`src/rtl/fetch_imem_if.sv`:
```
// Instruction-memory request/response channel between the fetch unit (master)
// and the instruction memory (slave).
interface fetch_imem_if;
  logic        req;
  logic [31:0] addr;
  logic        gnt;
  logic        rvalid;
  logic [31:0] rdata;

  modport master (output req, output addr, input gnt, input rvalid, input rdata);
  modport slave  (input req, input addr, output gnt, output rvalid, output rdata);
endinterface

```
`src/rtl/fetch_unit.sv`:
```
// Fetch stage with F/D pipeline register: one outstanding imem request,
// hold buffer for words that arrive during a stall, address-error bubbles.
module fetch_unit #(
  parameter logic [31:0] RESET_PC = 32'h0000_3000,
  parameter logic [31:0] IMEM_LO  = 32'h0000_3000,
  parameter logic [31:0] IMEM_HI  = 32'h0000_6ffc
) (
  input  logic        clk,
  input  logic        reset,
  input  logic [31:0] npc,
  input  logic        stall,
  fetch_imem_if.master imem,
  output logic [31:0] F_PC,
  output logic [31:0] D_PC,
  output logic [31:0] D_instr,
  output logic        D_valid,
  output logic        D_adel
);

  typedef enum logic [1:0] {
    S_REQ  = 2'd0,
    S_WAIT = 2'd1,
    S_HOLD = 2'd2
  } state_t;

  state_t      state_r;
  logic [31:0] hold_r;
  logic        pc_legal_s;
  logic        advance_s;
  logic [31:0] word_s;
  logic        adel_s;

  assign pc_legal_s = (F_PC[1:0] == 2'b00) && (F_PC >= IMEM_LO) && (F_PC <= IMEM_HI);

  // Request is gated by reset so it drops immediately and rises on release.
  assign imem.req  = reset && (state_r == S_REQ) && pc_legal_s;
  assign imem.addr = {F_PC[31:2], 2'b00};

  // Decide whether D is loaded this edge and with which word.
  always_comb begin
    advance_s = 1'b0;
    word_s    = 32'h0000_0000;
    adel_s    = 1'b0;
    case (state_r)
      S_REQ: begin
        if (!pc_legal_s && !stall) begin
          advance_s = 1'b1;
          adel_s    = 1'b1;
        end else begin
          advance_s = 1'b0;
        end
      end
      S_WAIT: begin
        if (imem.rvalid && !stall) begin
          advance_s = 1'b1;
          word_s    = imem.rdata;
        end else begin
          advance_s = 1'b0;
        end
      end
      S_HOLD: begin
        if (!stall) begin
          advance_s = 1'b1;
          word_s    = hold_r;
        end else begin
          advance_s = 1'b0;
        end
      end
      default: begin
        advance_s = 1'b0;
      end
    endcase
  end

  // Fetch FSM, F_PC and the D pipeline register.
  always_ff @(posedge clk or negedge reset) begin
    if (!reset) begin
      state_r <= S_REQ;
      hold_r  <= 32'h0000_0000;
      F_PC    <= RESET_PC;
      D_PC    <= 32'h0000_0000;
      D_instr <= 32'h0000_0000;
      D_valid <= 1'b0;
      D_adel  <= 1'b0;
    end else if (advance_s) begin
      D_PC    <= F_PC;
      D_instr <= word_s;
      D_valid <= 1'b1;
      D_adel  <= adel_s;
      F_PC    <= npc;
      state_r <= S_REQ;
    end else begin
      if (!stall) begin
        D_valid <= 1'b0;
        D_instr <= 32'h0000_0000;
        D_adel  <= 1'b0;
      end
      // Without an advance, rvalid in S_WAIT can only mean a stalled response.
      case (state_r)
        S_REQ: begin
          if (pc_legal_s && imem.gnt) begin
            state_r <= S_WAIT;
          end
        end
        S_WAIT: begin
          if (imem.rvalid) begin
            hold_r  <= imem.rdata;
            state_r <= S_HOLD;
          end
        end
        S_HOLD: begin
          state_r <= S_HOLD;
        end
        default: begin
          state_r <= S_REQ;
        end
      endcase
    end
  end

endmodule

```
`src/flat_wrapper.sv`:
```
// flat-port wrapper written by rule: the top's interface ports become plain ports
module fetch_unit_flat 
#(
  parameter logic [31:0] RESET_PC = 32'h0000_3000,
  parameter logic [31:0] IMEM_LO  = 32'h0000_3000,
  parameter logic [31:0] IMEM_HI  = 32'h0000_6ffc
)
  (clk, reset, npc, stall, F_PC, D_PC, D_instr, D_valid, D_adel, imem_req, imem_addr, imem_gnt, imem_rvalid, imem_rdata);
  fetch_imem_if imem_i ();
  input  logic clk;
  input  logic reset;
  input  logic [31:0] npc;
  input  logic stall;
  output logic [31:0] F_PC;
  output logic [31:0] D_PC;
  output logic [31:0] D_instr;
  output logic D_valid;
  output logic D_adel;
  output wire logic [$bits(imem_i.req)-1:0] imem_req;
  output wire logic [$bits(imem_i.addr)-1:0] imem_addr;
  input wire logic [$bits(imem_i.gnt)-1:0] imem_gnt;
  input wire logic [$bits(imem_i.rvalid)-1:0] imem_rvalid;
  input wire logic [$bits(imem_i.rdata)-1:0] imem_rdata;
  assign imem_req = imem_i.req;
  assign imem_addr = imem_i.addr;
  assign imem_i.gnt = imem_gnt;
  assign imem_i.rvalid = imem_rvalid;
  assign imem_i.rdata = imem_rdata;
  fetch_unit #(.RESET_PC(RESET_PC), .IMEM_LO(IMEM_LO), .IMEM_HI(IMEM_HI)) u_core (.clk(clk), .reset(reset), .npc(npc), .stall(stall), .imem(imem_i), .F_PC(F_PC), .D_PC(D_PC), .D_instr(D_instr), .D_valid(D_valid), .D_adel(D_adel));
endmodule
```
`config.mk`:
```
export PLATFORM = sky130hd
export DESIGN_NAME = fetch_unit_flat
export DESIGN_NICKNAME = d
export VERILOG_FILES = /design/src/rtl/fetch_imem_if.sv /design/src/rtl/fetch_unit.sv /design/src/flat_wrapper.sv
export SDC_FILE = /design/constraint.sdc
export NUM_CORES = 1
export LEC_CHECK = 0
export CAP_MARGIN = 20
export CORE_ASPECT_RATIO = 0.9
export CORE_MARGIN = 5
export CORE_UTILIZATION = 25
export CTS_CLUSTER_DIAMETER = 60
export DETAILED_ROUTE_END_ITERATION = 10
export PLACE_DENSITY = 0.52
export SLEW_MARGIN = 5
export SYNTH_ARGS = -nofsm -noshare
export SYNTH_HDL_FRONTEND = slang
export SYNTH_SLANG_ARGS = --single-unit
```
`constraint.sdc`:
```
create_clock -name clk -period 2.1 [get_ports clk]
set_clock_uncertainty 0.05 [all_clocks]
set_input_delay 0.21 -clock clk [delete_from_list [all_inputs] [get_ports clk]]
set_output_delay 0.21 -clock clk [all_outputs]
set_load 0.01 [all_outputs]
```
# After elaboration in Yosys (flattened, before gate mapping)
# Index checks and enable logic that the tools add are counted.
# word_totals
elab_cells	45
reg_bits	132
inputBits	69
out_inout_bits	131
# op_classes
order_cmp	2
n_mux	17
n_bitwise	1
eq_ne	5
n_reduce_logical	13
# op_table
op	n
32-bit 2-to-1 mux	4
32-bit one-hot mux with 2 select lines	1
32-bit by 14-bit greater-or-equal comparator with 1-bit output, second input constant	1
32-bit by 15-bit less-or-equal comparator with 1-bit output, second input constant	1
1-bit logical AND	7
1-bit 2-to-1 mux	7
2-bit 2-to-1 mux	3
3-bit by 2-bit inequality test with 1-bit output, second input constant	2
2-bit one-hot mux with 3 select lines	1
2-bit zero test	2
1-bit one-hot mux with 3 select lines	1
3-bit AND reduction	1
2-bit by 1-bit equality test with 1-bit output, second input constant	1
2-bit equality test, second input constant	1
1-bit zero test	2
2-bit by 1-bit inequality test with 1-bit output, second input constant	1
2-bit AND reduction	1
1-bit inverter	1

# Longest topological paths before layout
# Gate-level depths: netlist of the first run.
# logic_depth
word_depth	9
ltp_mapped	8
mapped_depth_nobuf	7

# Least setup slack after synthesis of the first run
# OpenSTA, ideal clock, no wires.
# synth_timing
path_kind	reg-to-reg
startpoint	register u_core.F_PC[13]
endpoint	register u_core.D_PC[10]
period_less_slack_ps	1984
stages_incl_launch_ff	7
path_buffers	2
path_slack_ps	116
arrival_time_ps	1809
setup_time_ps	125
required_time_ps	1925
path_cell_list	dfstp_2 > a21boi_0 > o211ai_1 > o21a_1 > buf_6 > buf_6 > mux2_4
# synth_between
elab_chain_len	7
word_cells_on_any_way	8
classes_between	order compare (2); mux (2); reduce/logical (4)
# synth_rtl
element	line	rtl
start: declaration	fetch_unit.sv:13	output logic [31:0] F_PC,
start signal: assignment	fetch_unit.sv:90	F_PC <= npc;
32-bit by 14-bit greater-or-equal comparator with 1-bit output	fetch_unit.sv:33	assign pc_legal_s = (F_PC[1:0] == 2'b00) && (F_PC >= IMEM_LO) && (F_PC <= IMEM_HI);
1-bit logical AND	fetch_unit.sv:33	
1-bit logical AND *	fetch_unit.sv:33	
1-bit zero test *	fetch_unit.sv:46	if (!pc_legal_s && !stall) begin
1-bit logical AND *	fetch_unit.sv:46	
1-bit 2-to-1 mux *	fetch_unit.sv:46	
1-bit one-hot mux with 3 select lines *	fetch_unit.sv:44	case (state_r)
end signal: assignment	fetch_unit.sv:81	D_PC <= 32'h0000_0000;
end signal: assignment	fetch_unit.sv:86	D_PC <= F_PC;
end: declaration	fetch_unit.sv:14	output logic [31:0] D_PC,
# Every way passes the cells marked *; elsewhere a longest branch is shown, timed or not.
# A chain may end at the register's enable or synchronous reset.

# Worst setup path after layout of the first run
# layout_timing
startpoint	register u_core.F_PC[0]
endpoint	register u_core.D_PC[9]
# layout_between
elab_chain_len	7
word_cells_on_any_way	9
classes_between	order compare (2); mux (2); reduce/logical (5)
# layout_rtl
element	line
32-bit by 14-bit greater-or-equal comparator with 1-bit output or 2-bit zero test (tied branches)	fetch_unit.sv:33
1-bit logical AND	fetch_unit.sv:33
1-bit logical AND *	fetch_unit.sv:33
1-bit zero test *	fetch_unit.sv:46
1-bit logical AND *	fetch_unit.sv:46
1-bit 2-to-1 mux *	fetch_unit.sv:46
1-bit one-hot mux with 3 select lines *	fetch_unit.sv:44
# Marked as above.

==> results of run 1 <==
-- what timing repair did --
action                                  4_1_cts  5_1_grt
buffers inserted                              2        1
endpoints found under the setup margin       99       94
hold buffers                                  1        0
gates resized for setup                      15       19
gates cloned                                  0        1
pin swaps                                     5        7
endpoints found under the hold margin       130        0
-- flip-flops by register name, indices dropped and copies added, names as in the netlist --
name	flops
u_core.D_adel	1
u_core.D_PC	32
u_core.hold_r	32
u_core.state_r	2
u_core.D_valid	1
u_core.D_instr	32
u_core.F_PC	32
-- final cells by class --
cell class | count | area [um2] | area share (%)
sequential | 132 | 3310 | 37.6
timing repair buffer | 238 | 2400 | 27.3
multi-input combinational | 233 | 2110 | 23.9
clock buffer | 20 | 437 | 4.96
tap | 297 | 372 | 4.22
clock inverter | 11 | 160 | 1.82
inverter | 3 | 11.3 | 0.128
-- cell families (layout without fill, tap and decap cells) --
kind of cell | count (synthesis) | after routing | synth area share [%]
other | 1 | 2 | 0.0664
adder cells (fa/ha/maj) | 4 | 4 | 0.886
AO/OA/AOI/OAI | 76 | 76 | 8.55
multiplexers | 97 | 97 | 21.2
buffers and inverters | 59 | 272 | 6.64
flip-flops | 132 | 132 | 58.5
AND/OR/NAND/NOR | 54 | 54 | 4.19
-- power by group --
| group | leakage (nW) | switching, mW | total (mW) | internal [mW] |
|---|---|---|---|---|
| combinational | 1.73 | 1.27 | 3.66 | 2.39 |
| clock | 0.289 | 1.10 | 3.06 | 1.97 |
| sequential | 1.64 | 0.599 | 3.99 | 3.39 |
-- cells in the mapped netlist, drive strengths merged, types with 2 or more instances --
cell / instances
o211ai: 3
nor3: 2
nor4: 4
nand3: 2
ha: 4
dfstp: 2
mux2: 96
buf: 39
a22oi: 32
nor2: 2
nand2: 38
clkbuf: 17
inv: 3
dfrtp: 130
o31ai: 2
o21ai: 34
-- per-stage QoR --
step	instances	power, mW	worst slack (ns)	util [%]	hold slack (ns)
global placement	898	7.53	-0.206	35.8	0.333
CTS	932	10.8	-0.0284	38.8	0.336
global route	934	11.3	-0.0562	39.3	0.347
detailed placement	898	7.62	-0.243	35.8	0.345
finish	934	10.7	0.0207	39.3	0.361
floorplan	424	5.61	0.116	-	-0.136
-- routing by layer --
metal,GRT usage [%],up-vias
li1,-,1871
met1,15.0,2053
met2,19.8,123
met3,4.31,15
met4,4.02,0
met5,0,-
-- final timing paths --
| kind | depth (start not counted) | slack [ns] | endpoint | start |
|---|---|---|---|---|
| max | 6 | 0.02 | u_core.D_PC[9]$_DFFE_PN0P_ | u_core.F_PC[0]$_DFFE_PN0P_ |
| min | 2 | 0.36 | u_core.F_PC[4]$_DFFE_PN0P_ | npc[4] |
| max reg2reg | 6 | 0.02 | u_core.D_PC[9]$_DFFE_PN0P_ | u_core.F_PC[0]$_DFFE_PN0P_ |
| min reg2reg | 1 | 0.43 | u_core.D_valid$_DFFE_PN0P_ | u_core.D_valid$_DFFE_PN0P_ |
| max in group asynchronous | 3 | 1.00 | u_core.F_PC[18]$_DFFE_PN0P_ | reset |
| min in group asynchronous | 3 | 0.47 | u_core.D_instr[16]$_DFFE_PN0P_ | reset |
==> results.md, run 1 <==
- The flow ran to the end, and the final reports show no timing, DRC or antenna violations.
- Ranked by total cell area, the synthesized netlist is headed by sky130_fd_sc_hd__dfrtp_1, sky130_fd_sc_hd__mux2_2, sky130_fd_sc_hd__mux2_4.
- Global routing finished with a remaining overflow of 0.
- The maximum number of pins on one net before global-route repair is 133.
- The number of antenna cells inserted is 0.
- The proportion of netlist area held by the largest area contributor is 57.6%.
- The max-slew violation total from the final report is 0.
- The worst setup path is captured at a flop.
- The post-synthesis async set-or-reset flop share is 100%.
- The post-synthesis to final-layout area growth is 55.7%.
- For this run, the leading register cell type out of synthesis is sky130_fd_sc_hd__dfrtp_1.
- The smallest clock period supported by the final layout is computed as 2.08 ns.
- The H-tree depth is 4.
- The core region is 0.0224 mm2.
- The highest clock rate is 481 MHz.
- Summing every instance area after synthesis gives 0.00565 mm2.
- Setup repair after global routing could not meet its margin everywhere.
- The boundary pin count is 200.
- STA puts the critical path data required time at 2.34 ns.
- The peak fanout along the critical path is 28.
- The total length of routed wires is 15.6 mm.
- The total negative slack for setup checks is 0 ns.
- The top metal layer carrying routed signals is met4.
- At the end of routability-driven placement, the weighted congestion stood at 0.758.
- During synthesis, Yosys emitted a total of 0 warnings.
- The number of flip-flops and latches in the synthesized netlist is 132.
- The number of clock buffers added by TritonCTS is 17.
- The number of standard cells after synthesis is 423.
- The floorplan die height is 153 um.
- The final standard cell area without fillers is 0.00880 mm2.
- Summing all placed instances gives a cell area of 0.00801 mm2.
- The total number of vias is 4062.
- The maximum count of clock buffers along a single path is 2.
- The overall die area is 0.0257 mm2.
- The proportion of layout cells with a drive suffix above 1 is 29.2%.
- The all-layer global routing usage is 12.1%.
- The later pin in the worst-skew pair is clocked with a latency of 0.41 ns.
- The initialized floorplan defines 52 standard-cell rows.
- The most common library cell in the layout ignoring fill and taps is sky130_fd_sc_hd__clkdlybuf4s50_1.
- Dividing the detail-routed wire length by the instance count gives 16.7 um.
- The number of distinct library cells after synthesis is 33.
- In the detailed route, the total length drawn on met2 is 7.70 mm.
- The headroom to the max-slew limit is 52.7%.
- The number of nets in the final layout is 698.
- The count of max-cap constraint violations is 0.
- For this block, the initial DRC count from the detailed router was 201.
- The cell taking the most area after synthesis is sky130_fd_sc_hd__dfrtp_1.
- Fill cells in the final layout number 2145.
- The wire length the detailed router placed on met1 is 6.85 mm.
- The clock drives 132 sinks.
- The number of synthesized flops with an enable pin is 0.
- The worst-path cell with the longest stage delay is sky130_fd_sc_hd__dfrtp_2.
- The signal on the critical path passes through nor4_4 > o211ai_1 > buf_4 > o21a_4 > buf_12 > mux2_4.
- Power spread over the standard cell area amounts to 1220 mW/mm2.
- The element type at the critical path start is a flop.
- The critical path contains buffers and inverters numbering 2 combined.
- Across the VDD grid, the largest voltage drop is 0.576 mV.
- The worst endpoint data arrival time is 2.32 ns.
- The via count of the first global-routing pass was 4405.
- The final number of hold-violating endpoints is 0.
- In this run the horizontal extent of the chip is 168 um.
- In this run the worst hold path is classified as input pin to flop.
- Setup violations remaining at the end of the flow were counted as 0.
- The leakage power figure is 3.66 nW.
- The wire length of the first global-routing pass is 24.9 mm.
- The top cell types in the final layout, fill and taps aside, are sky130_fd_sc_hd__clkdlybuf4s50_1, sky130_fd_sc_hd__dfrtp_1, sky130_fd_sc_hd__mux2_2.
- The sum of net half-perimeters after detailed placement is 10.5 mm.
- The worst-margin pin slew is 0.709 ns.
- The delay contributed by the slowest stage of the critical path is 0.43 ns.
- The final worst-path cycle share is 99.0%.
- The post-detailed-route count of antenna-violating nets is 0.
- The sequential share of the synthesized area is 58.5%.
- The initial cell density of the core is 25.2%.
- The routed design uses 870 um of met3 wire.
- The cell family contributing the most delay on the critical path is compound AO/OA/AOI/OAI gates.
- Each instance of the synthesized netlist takes up on average 13.4 um2.
- TritonCTS built the clock tree.
- In the routed design, unresolved DRC markers number 0.
- The number of detailed-routing iterations run before antenna repair is 5.
- Clock-pin slew was measured on the worst setup and hold paths at 0.06 ns.
- The root buffer selected by CTS is sky130_fd_sc_hd__clkbuf_16.
- After detailed routing, the number of vias per cell comes to 4.35.
- The critical path in this run is classified as flop to flop.
- The count of buffers added on input and output ports is 197.
- The initial antenna violation count came to 0.
Note: power is estimated with default switching activity, not from simulation.
==> run 2: changes to the inputs <==
--- a/config.mk
+++ b/config.mk
@@ -16,3 +16,4 @@
 export SYNTH_ARGS = -nofsm -noshare
 export SYNTH_HDL_FRONTEND = slang
 export SYNTH_SLANG_ARGS = --single-unit
+export TNS_END_PERCENT = 50
==> constraint.sdc (replaced) <==
create_clock -name clk -period 2.1 [get_ports clk]
set_clock_uncertainty 0.05 [all_clocks]
set_input_delay 0.21 -clock clk [delete_from_list [all_inputs] [get_ports clk]]
set_output_delay 0.21 -clock clk [all_outputs]
set_load 0.05 [all_outputs]
==> run 2 against run 1 <==
- the flow now finishes with violations (negative setup slack)
- total power increased by 19%
- wire length increased by 3.5%
- via count increased by 0.96%
- largest power group is now combinational cells
==> results.md, run 2 (synthesis gave the netlist of run 1 again) <==
- The overall die area is 0.0257 mm2.
- The global-route track usage on met2 is 19.2%.
- In the final layout, the share of cells above drive strength 1 is 32.4%.
- The number of antenna cells inserted is 0.
- Summed over all nets, the half-perimeter wirelength after detailed placement is 10.4 mm.
- The headroom to the max-slew limit is 46.2%.
- The boundary pin count is 200.
- Dividing total power by cell area gives a power density of 1430 mW/mm2.
- For this run, design rule violations remaining after detail routing come to 0.
- Global routing used 14.6% of the available met1 tracks.
- The count of input and output buffers is 197.
- For met3 alone, demand over resource in global routing was 4.28%.
- The number of clock sinks is 132.
- The element type at the critical path start is a flop.
- The all-layer global routing usage is 11.7%.
- The number of vias per cell after detailed routing is 4.37.
- The clock share of power is 21.2%.
- The final reports fail on negative setup slack.
- In this run the clock root is driven by a sky130_fd_sc_hd__clkbuf_16.
- The worst-margin pin slew is 0.807 ns.
- The largest voltage drop on the vdd net is 0.798 mV.
- For this design the total switching power over the nets is 5.38 mW.
- The H-tree depth is 4.
- TritonCTS built the clock tree.
- The post-detailed-route count of antenna-violating nets is 0.
- The via count of the first global-routing pass is 4277.
- After detailed routing, the average wire length per cell comes to 17.2 um.
- The worst slack after detailed placement is -0.124 ns.
- The total number of vias is 4101.
- Sequential cells account for 31.1% of the total power.
- The highest clock rate is 476 MHz.
- The congestion estimate from routability-driven global placement came to 0.779.
- Counting the buffers created by CTS gives 17.
- Once layout is complete, the utilization of the core stands at 39.6%.
- The final number of hold-violating endpoints is 0.
- The required time at the endpoint of the critical path is 1.84 ns.
- The die is 153 um tall.
- The nature of the critical path endpoint is an output pin.
- The number of DRC violations after detailed-routing iteration 0 is 206.
- After detailed routing, the total wire length is 16.2 mm.
- The final critical path takes up 100% of the cycle.
- The run finished, with violations left.
- The core region is 0.0224 mm2.
- The final instance count without filler cells is 939.
- The analysis attributes to cell leakage a power of 3.72 nW.
- The layer with the highest usage after global routing is met2.
- The number of nets in the final layout is 702.
- Along the worst path, the maximum fanout reaches 2.
- The post-layout minimum cycle time is 2.10 ns.
- The total negative slack for setup checks is -0.00191 ns.
- The number of endpoints failing setup at the final stage is 1.
- Counting the fill cells in the layout gives 2132.
- The instance area after placement is 0.00798 mm2.
- The worst setup path is of the flop to output pin kind.
- The initial antenna violation count came to 0.
- The clock-pin transition on the worst setup and hold timing paths is 0.06 ns.
- The initial cell density of the core is 25.2%.
- Of the total power, the share spent switching nets is 42.3%.
- The floorplan has 52 rows.
- From left edge to right edge, the die measures 168 um.
- Setup repair after global routing could not meet its margin everywhere.
- The most common library cell in the layout ignoring fill and taps is sky130_fd_sc_hd__clkdlybuf4s50_1.
- The max-slew violation total from the final report is 0.
- The first global-routing pass estimated 24.0 mm of wire.
- Once routing completed, OpenROAD measured the worst setup slack at -0.00191 ns.
- The tightest min-delay check is of the input pin to flop type.
- The instance count after placement with tap cells included is 895.
- The maximum count of clock buffers along a single path is 2.
- Compared with the post-synthesis result, the final layout area differs by 57.0%.
- The completed layout was analyzed and its total power is 12.7 mW.
- The share of total power dissipated in combinational logic is 47.7%.
- The library cells used most frequently in the layout, excluding fill and tap cells, are sky130_fd_sc_hd__clkdlybuf4s50_1, sky130_fd_sc_hd__dfrtp_1, sky130_fd_sc_hd__mux2_2.
- The internal power contribution is 7.34 mW.
- Once layout is done, the placed cells without fillers occupy 0.00887 mm2.
- After global routing the overflow that remains totals 0.
- The later pin in the worst-skew pair is clocked with a latency of 0.41 ns.
- Across the run, the number of max-cap violations was 0.
- Entering global routing, the biggest net connects 133 pins.
- For this run, the detailed router's first-pass iteration total came to 4.
- Hold is met by 0.0369 ns.
- The worst endpoint data arrival time is 1.84 ns.
-- run 2: cell types whose count changed in the layout (fill, tap and decap cells not counted), moves of 3 or more --
cell / delta
sky130_fd_sc_hd__bufinv_16: -4
sky130_fd_sc_hd__clkbuf_16: +5
sky130_fd_sc_hd__clkdlybuf4s50_1: -6
sky130_fd_sc_hd__dlymetal6s2s_1: +5
sky130_fd_sc_hd__ha_1: -3
sky130_fd_sc_hd__nor4_2: +3
sky130_fd_sc_hd__nor4_4: -4
sky130_fd_sc_hd__o21ai_0: -28
sky130_fd_sc_hd__o21ai_1: +18
sky130_fd_sc_hd__o21ai_2: +10
-- run 2: final timing paths --
| path | startpoint | to | slack, ns | depth (start not counted) |
|---|---|---|---|---|
| setup / recovery | u_core.F_PC[24]$_DFFE_PN0P_ | imem_req | -0.002 | 6 |
| hold / removal | stall | u_core.D_adel$_DFFE_PN0P_ | 0.04 | 2 |
| setup reg to reg | u_core.F_PC[24]$_DFFE_PN0P_ | u_core.D_PC[22]$_DFFE_PN0P_ | -0.002 | 7 |
| hold reg to reg | u_core.D_valid$_DFFE_PN0P_ | u_core.D_valid$_DFFE_PN0P_ | 0.44 | 1 |
| max in group asynchronous | reset | u_core.hold_r[16]$_DFFE_PN0P_ | 0.93 | 3 |
| min in group asynchronous | reset | u_core.F_PC[0]$_DFFE_PN0P_ | 0.38 | 3 |
-- run 2: repair_timing --
item                                    in CTS  in global routing
cloned                                       0                  7
resized for setup                           13                 52
hold endpoints to repair                   130                  0
setup buffers                                3                  1
hold buffers                                 1                  0
pin swaps                                    3                 14
endpoints found under the setup margin      97                 84
-- run 2: final cells by class --
| cell class | count | area [um2] | area share [%] |
|---|---|---|---|
| clock buffer | 20 | 457 | 5.15 |
| clock inverter | 12 | 81.3 | 0.917 |
| inverter | 3 | 11.3 | 0.127 |
| multi-input combinational | 233 | 2130 | 24.0 |
| sequential | 132 | 3310 | 37.3 |
| tap | 297 | 372 | 4.19 |
| timing repair buffer | 242 | 2510 | 28.3 |
-- run 2: per-layer routing --
metal / wire (um) / up-vias
met5: 0 / -
li1: - / 1881
met3: 1000 / 9
met1: 7070 / 2083
met2: 7930 / 128
met4: 163 / 0
-- run 2: worst max-delay path: stages (launching register included) --
cell	delay, ns
sky130_fd_sc_hd__dfrtp_1	0.38
sky130_fd_sc_hd__nor4_2	0.31
sky130_fd_sc_hd__buf_4	0.16
sky130_fd_sc_hd__o211ai_1	0.10
sky130_fd_sc_hd__buf_4	0.18
sky130_fd_sc_hd__nor3_4	0.14
sky130_fd_sc_hd__buf_12	0.16
-- run 2: power by group through the flow --
stage                     sequential, mW  clock (mW)  combinational, mW
after floorplan                     5.89           0               2.12
after global placement              3.95           0               5.97
after detailed placement            3.99           0               6.00
after CTS                           3.96        2.79               6.04
after global routing                4.06        2.92               6.29
final                               3.96        2.70               6.07
==> run 3: changes to the inputs <==
--- a/config.mk
+++ b/config.mk
@@ -12,7 +12,6 @@
 export CTS_CLUSTER_DIAMETER = 60
 export DETAILED_ROUTE_END_ITERATION = 10
 export PLACE_DENSITY = 0.52
-export SLEW_MARGIN = 5
 export SYNTH_ARGS = -nofsm -noshare
 export SYNTH_HDL_FRONTEND = slang
 export SYNTH_SLANG_ARGS = --single-unit
==> results of run 3 <==
No change in the layout: final DEF, timing and power equal those of run 2.
